### config.mk
export PLATFORM = sky130hd
export DESIGN_NAME = instruction_sequencer
export DESIGN_NICKNAME = d
export VERILOG_FILES = /design/src/rtl/instruction_sequencer.sv
export SDC_FILE = /design/constraint.sdc
export NUM_CORES = 1
export LEC_CHECK = 0
export CAP_MARGIN = 10
export CORE_UTILIZATION = 46
export CTS_CLUSTER_DIAMETER = 30
export CTS_CLUSTER_SIZE = 28
export DETAILED_ROUTE_END_ITERATION = 10
export PLACE_DENSITY = 0.69
export RECOVER_POWER = 25
export SLEW_MARGIN = 20
export SYNTH_ARGS = -nofsm -noshare
export SYNTH_HDL_FRONTEND = slang
export SYNTH_SLANG_ARGS = --single-unit
### constraint.sdc
create_clock -name Clock -period 4.1 [get_ports Clock]
set_clock_uncertainty 0.15 [all_clocks]
set_input_delay 1.025 -clock Clock [delete_from_list [all_inputs] [get_ports Clock]]
set_output_delay 1.025 -clock Clock [all_outputs]
set_load 0.02 [all_outputs]
### src/rtl/instruction_sequencer.sv
// instruction_sequencer
//   Program-counter / call-stack sequencer for a combinational program ROM.
//   The instruction returned for oIP is decoded in the same cycle and the
//   next address is registered on the following rising edge (no fetch bubble).
//
// Parameters
//   STACK_DEPTH     number of return-address entries (power of two, 2..16)
//
// Ports
//   Clock           single clock, rising edge
//   Reset           synchronous, active-high; overrides every other input
//   iInstruction    [27:0] ROM word at oIP: [27:24] opcode, [23:16] target
//   iBranchTaken    compare result for the current BLE (1 = branch)
//   iStall          freezes oIP, the stack, the depth and the flags
//   oIP             [15:0] instruction pointer to the ROM address input
//   oStackDepth     [4:0] number of valid return entries
//   oStackOverflow  sticky: CALL issued with a full stack
//   oStackUnderflow sticky: RET issued with an empty stack
//   oHalted         high while either error flag is set

`ifndef NOP
`define NOP  4'h0
`endif
`ifndef JMP
`define JMP  4'h1
`endif
`ifndef CALL
`define CALL 4'h2
`endif
`ifndef RET
`define RET  4'h3
`endif
`ifndef BLE
`define BLE  4'h4
`endif

module instruction_sequencer #(
  parameter int unsigned STACK_DEPTH = 8
) (
  input  logic        Clock,
  input  logic        Reset,
  input  logic [27:0] iInstruction,
  input  logic        iBranchTaken,
  input  logic        iStall,
  output logic [15:0] oIP,
  output logic [4:0]  oStackDepth,
  output logic        oStackOverflow,
  output logic        oStackUnderflow,
  output logic        oHalted
);

  localparam int unsigned AW        = (STACK_DEPTH > 1) ? $clog2(STACK_DEPTH) : 1;
  localparam logic [4:0]  DEPTH_MAX = 5'(STACK_DEPTH);

  typedef enum logic {
    RUN  = 1'b0,
    HALT = 1'b1
  } state_t;

  state_t state;

  logic [15:0] stack [STACK_DEPTH];

  logic [3:0]    opcode;
  logic [15:0]   target;
  logic [15:0]   ip_inc;
  logic [AW-1:0] wr_idx;
  logic [AW-1:0] rd_idx;
  logic          advance;

  logic [15:0] nxt_ip;
  logic        push;
  logic        pop;
  logic        ovf_evt;
  logic        unf_evt;

  // Operand field bits below the target are not used by the sequencer.
  logic unused_low_bits;
  assign unused_low_bits = ^iInstruction[15:0];

  assign opcode = iInstruction[27:24];
  assign target = {8'd0, iInstruction[23:16]};
  assign ip_inc = oIP + 16'd1;          // wraps 16'hFFFF -> 16'h0000

  // The depth counter doubles as the stack pointer: entry [depth] is the
  // next free slot and [depth-1] is the top. At full depth the low bits
  // wrap to 0, so depth-1 computed in AW bits still points at the top.
  assign wr_idx = oStackDepth[AW-1:0];
  assign rd_idx = oStackDepth[AW-1:0] - AW'(1);

  // A stall or a halt freezes everything; reset is handled ahead of this.
  assign advance = !iStall && (state == RUN);

  always_comb begin
    nxt_ip  = ip_inc;
    push    = 1'b0;
    pop     = 1'b0;
    ovf_evt = 1'b0;
    unf_evt = 1'b0;
    case (opcode)
      `JMP: begin
        nxt_ip = target;
      end
      `CALL: begin
        if (oStackDepth < DEPTH_MAX) begin
          push   = 1'b1;
          nxt_ip = target;
        end else begin
          ovf_evt = 1'b1;
          nxt_ip  = oIP;
        end
      end
      `RET: begin
        if (oStackDepth != 5'd0) begin
          pop    = 1'b1;
          nxt_ip = stack[rd_idx];
        end else begin
          unf_evt = 1'b1;
          nxt_ip  = oIP;
        end
      end
      `BLE: begin
        nxt_ip = iBranchTaken ? target : ip_inc;
      end
      default: begin
        nxt_ip = ip_inc;
      end
    endcase
  end

  always_ff @(posedge Clock) begin
    if (Reset) begin
      state           <= RUN;
      oIP             <= '0;
      oStackDepth     <= '0;
      oStackOverflow  <= 1'b0;
      oStackUnderflow <= 1'b0;
      oHalted         <= 1'b0;
    end else if (advance) begin
      oIP <= nxt_ip;
      if (push) begin
        oStackDepth <= oStackDepth + 5'd1;
      end else if (pop) begin
        oStackDepth <= oStackDepth - 5'd1;
      end
      if (ovf_evt || unf_evt) begin
        state           <= HALT;
        oHalted         <= 1'b1;
        oStackOverflow  <= oStackOverflow  | ovf_evt;
        oStackUnderflow <= oStackUnderflow | unf_evt;
      end
    end
  end

  // Stack contents need no reset; only the depth defines which are valid.
  always_ff @(posedge Clock) begin
    if (!Reset && advance && push) begin
      stack[wr_idx] <= ip_inc;
    end
  end

endmodule
# Word level (Yosys, flattened, before mapping)
# Memories as Yosys holds them, arrays and structs flattened.
# Cells that the tools add are included.
# classes
shifts,0
order_cmp,1
n_eq_ne,6
n_div,0
reduce_logical,11
n_mux,16
addsub,4
n_mul,0
bitwise,3
# op_table
op,count
one-hot mux 16 bit (4 select lines),1
2-to-1 mux 16 bit,3
adder 16 x 1 -> 16 bit (second input constant),1
2-to-1 mux 1 bit,10
2-to-1 mux 5 bit,2
equality test 4 x 2 -> 1 bit (second input constant),2
adder 5 x 1 -> 5 bit (second input constant),1
< comparator 5 x 4 -> 1 bit (second input constant),1
nonzero test 5 bit,1
subtractor 5 x 1 -> 5 bit (second input constant),1
equality test 4 x 1 -> 1 bit (second input constant),1
equality test 4 x 3 -> 1 bit (second input constant),1
inequality test 2 bit (second input constant),2
AND reduction 2 bit,2
logical AND 1 bit,3
AND reduction 3 bit,1
subtractor 3 x 1 -> 3 bit (second input constant),1
logical NOT 1 bit,2
OR 1 bit,2
nonzero test 2 bit,1
logical OR 1 bit,1
inverter 1 bit,1
# word_totals
latch_bits,0
elab_cells,47
output_inout_bits,24
romBits,0
memories,1
in_bits,32
ram_bits,128
regBits,24
# memory_table
memory,words,width,rd,rd_ports_with_merged_regs,wr,line,rtl
stack,8,16,1,0,1,62,logic [15:0] stack [STACK_DEPTH];

# Depth between registers and ports, before layout
# logic_depth
depth_word,6
ltp_mapped,10
ltp_nobuf,9

# Worst setup path before layout
# No wires, ideal clock.
# synth_path
path_kind,input port to flip-flop
from,input port iInstruction[27]
to,"memory stack[7][0], enable pin"
t_arrival_ns,2.846
path_stages,5
setup_time_ns,0.388
slack_ns,0.716
cell_sequence,nor4b_4 -> and2_4 -> inv_2 -> or4_4 -> nor2_1
# synth_via
elab_chain_cells,5
# synth_lines
item,line,rtl
from (decl),42,"input logic [27:0] iInstruction,"
equality test 4 x 2 -> 1 bit,100,case (opcode)
2-to-1 mux 1 bit,100,
logical AND 1 bit,157,if (!Reset && advance && push) begin
2-to-1 mux 1 bit,157,
2-to-1 mux 1 bit (implied by the code),158,stack[wr_idx] <= ip_inc;
to (decl),62,
# No other way between the ends.

# Worst setup path in the final report
# layout_path
from,input port iInstruction[27]
to,"memory stack[6][14], enable pin"
# Same word-level chain as after synthesis.

==> key figures <==
Outcome
  • Run status: completed

Final layout
  • Share of cells above drive strength 1: 20.9%
  • Final nets: 486
  • Filler cells: 1086
  • Area grow syn2layout: 18.9%
  • Antenna cells: 0

Synth
  • Count of cell types in the netlist: 50
  • Synthesized flop and latch total: 152
  • Yosys top cell area share: 59.8%
  • Yosys warning count: 0
  • Synth area leaders: edfxtp_1 60%, mux4_2 11%, dfxtp_1 7.5%, nor2_1 1.9%, xnor2_1 1.5%
  • Cell count after synthesis: 387
  • Post-Syn Area: 6430 um^2
  • Cell taking the most area after synthesis: edfxtp_1
  • Avg Inst Size Synth: 16.6 um^2
  • Ys flop type: edfxtp_1
  • Async S/R FF share, synth: 0%
  • EDFF count, synth: 128
  • Sequential element share of the synthesized area: 67.3%
  • Net count after synthesis: 426

Worst setup path
  • Worst path arrival time: 3.40 ns
  • CP required: 4.05 ns
  • Reg2Reg Setup Slack: 1.17 ns
  • Startpoint types: input port
  • Crit Path Max Fanout: 16
  • Crit path from: iInstruction[27]
  • FF-to-FF Start: oStackDepth[1]$_SDFFE_PP0P_
  • Worst r2r dst: oIP[1]$_SDFFE_PP0P_
  • Critical path capture point type: flip-flop
  • Worst setup endpoint: stack[6][14]$_DFFE_PP_
  • FF-to-FF path depth: 7
  • Kind of critical path: in -> reg

Floorplan
  • Core box area: 13500 um^2
  • Die Y: 120 um
  • Die footprint: 14400 um^2
  • Die W: 120 um
  • I/O pin cnt: 56
  • Row count: 42
  • Initial core utilization: 47.8%

Clock tree
  • Clock Latency Late Sink: 0.42 ns
  • CTS tree: built
  • Clock tree buffer depth: 2
  • Clk sinks: 152
  • Hold-fix buffer count after cts: 0
  • H-tree depth: 4
  • Worst-path clk slew: 0.06 ns
  • Post-CTS Setup Inserts: 0
  • Clock Tree Root: clkbuf_16
  • Post_cts resized: 0
  • Num CTS Buffers: 17

STA
  • RSZ-0062 raised after global routing: false
  • Worst Tran Pin Value: 0.767 ns
  • Count of final max-slew check failures: 0
  • Final hold viol count: 0
  • Final setup viols: 0
  • FMAX: 289 MHz
  • Minimum clock period: 3.46 ns
  • Final TNS setup: 0 ns
  • Final period utilization: 84.3%
  • Slew margin rel.: 48.5%

Routing
  • Initial drt markers: 334
  • DRT Wirelength: 14.2 mm
  • Detail Route Antenna Nets: 0
  • WL/cell: 22.3 um
  • Via density: 5.86
  • TritonRoute pass-1 iters: 4
  • Vias: 3729
  • Post-route DRC: 0

Pwr
  • Total power: 3.39 mW
  • Peak VDD IR: 360 uV
  • Lkg Pwr: 2.50 nW
  • Total power divided by cell area: 444 nW/um^2

Placed design
  • Gpl congestion: 0.775
  • Input/output buffers: 39
  • DP Wirelength: 8.63 mm

GRT
  • First-pass GRT wire length: 21.8 mm
  • Grt ovf: 0
  • Initial antenna violation count: 0
  • Vias in the first global route: 3808
  • Largest net degree at the start of global routing: 36
  • Total GRT Usage: 21.4%

Min path
  • Hold WC Path Type: reg -> reg

Job
  • Max-cap violations: 0
[critical path, cell delays in order]
cell           delay [ns]
dlygate4sd3_1        0.66
nor4b_4              0.46
and2_4               0.25
inv_2                0.07
or4_4                0.46
nor2_1               0.15
buf_4                0.33
[cells in the mapped netlist (2+ instances only)]
| library cell | number |
|---|---|
| a22o_1 | 3 |
| edfxtp_1 | 128 |
| mux4_2 | 32 |
| nand3_1 | 4 |
| nand4bb_1 | 2 |
| a221oi_1 | 6 |
| or4_4 | 2 |
| dfxtp_1 | 24 |
| xor2_1 | 10 |
| and4_1 | 2 |
| nor2_1 | 33 |
| nand2_1 | 23 |
| ha_1 | 6 |
| nor4b_4 | 2 |
| a311oi_1 | 3 |
| a21oi_1 | 11 |
| nor4_1 | 2 |
| buf_2 | 6 |
| xnor2_1 | 11 |
| clkbuf_1 | 5 |
| nor3_1 | 4 |
| nor3_2 | 2 |
| or2_2 | 2 |
| buf_6 | 2 |
| buf_4 | 4 |
| nand4_1 | 6 |
| a22oi_1 | 4 |
| a31oi_1 | 2 |
| a21o_1 | 6 |
| mux2i_1 | 3 |
| o21ai_0 | 4 |
| a222oi_1 | 7 |
| a211oi_1 | 6 |
| inv_1 | 4 |
[cell families after synthesis]
| group | count (synthesis) | share of synthesized area, % |
|---|---|---|
| AOI/OAI and AO/OA | 57 | 6.81 |
| xor gates and xnor gates | 21 | 2.86 |
| adders and majority gates | 7 | 1.48 |
| buffers and inverters | 24 | 2.01 |
| DFF | 152 | 67.3 |
| muxes | 35 | 11.7 |
| and+or+nand+nor | 91 | 7.87 |
[worst min path at each step]
stage	from	endpoint	cells after the start
floorplan	oIP[1]$_SDFFE_PP0P_	oIP[1]$_SDFFE_PP0P_	2
global placement	oStackUnderflow$_SDFFE_PP0P_	oStackUnderflow$_SDFFE_PP0P_	2
detailed placement	oStackOverflow$_SDFFE_PP0P_	oStackOverflow$_SDFFE_PP0P_	2
CTS	oStackOverflow$_SDFFE_PP0P_	oStackOverflow$_SDFFE_PP0P_	2
global route	oStackUnderflow$_SDFFE_PP0P_	oStackUnderflow$_SDFFE_PP0P_	2
finish	oStackOverflow$_SDFFE_PP0P_	oStackOverflow$_SDFFE_PP0P_	2
[cell type report]
| type | count | area [um^2] | area share (%) |
|---|---|---|---|
| sequential | 152 | 4330 | 56.6 |
| clock buffer | 19 | 433 | 5.66 |
| clock inverter | 13 | 106 | 1.39 |
| inverter | 5 | 18.8 | 0.246 |
| timing repair buffer | 60 | 573 | 7.50 |
| tap | 176 | 220 | 2.88 |
| multi-input combinational | 211 | 1970 | 25.7 |
[power by group]
part	internal (mW)	switching (mW)
Sequential	1.70	0.0276
Clock	0.826	0.597
Combinational	0.106	0.134
[routing by layer]
metal  GRT usage [%]  vias to the layer above  wire length (um)
met3            5.19                       24               731
met5               0                        -                 0
met2            34.5                      127              7050
li1                -                     1677                 -
met1            27.7                     1901              6190
met4            8.98                        0               232
[state kept, by name (all words and copies together) (netlist names)]
name and count:
stack 128, oIP 16, oStackDepth 5, oStackOverflow 1, oStackUnderflow 1, state 1
[placed cells by master (no fill, tap or decap), types with 2 or more instances in the layout]
cell	n
nor2_1	33
nand4bb_1	2
a211oi_1	6
o21ai_0	4
a31oi_1	2
nand2_1	23
xnor2_1	11
nor4_1	3
clkinvlp_4	5
mux4_2	32
nand4_1	6
a22o_1	3
nand3_1	4
and4_1	2
inv_1	4
a22oi_1	4
or4_4	2
buf_12	2
nor3_1	4
mux2i_1	3
xor2_1	10
nor4b_4	2
a21oi_1	11
ha_1	6
dfxtp_1	23
buf_4	19
edfxtp_1	128
a21o_1	6
a222oi_1	7
clkbuf_1	2
or2_2	2
clkbuf_16	17
nor3_2	2
clkinv_2	6
a311oi_1	3
a221oi_1	6
clkdlybuf4s50_1	38
[stage by stage]
step,worst slack [ns],instances,utilization [%],area (um^2),hold WS (ns)
floorplan,0.716,387,-,6430,0.419
global placement,0.377,604,52.9,7110,0.297
finish,0.643,636,56.8,7640,0.330
CTS,0.732,636,56.9,7650,0.337
detailed placement,0.321,604,52.9,7110,0.323
global route,0.543,636,56.8,7640,0.360
Note: power is estimated with default switching activity, not from simulation.
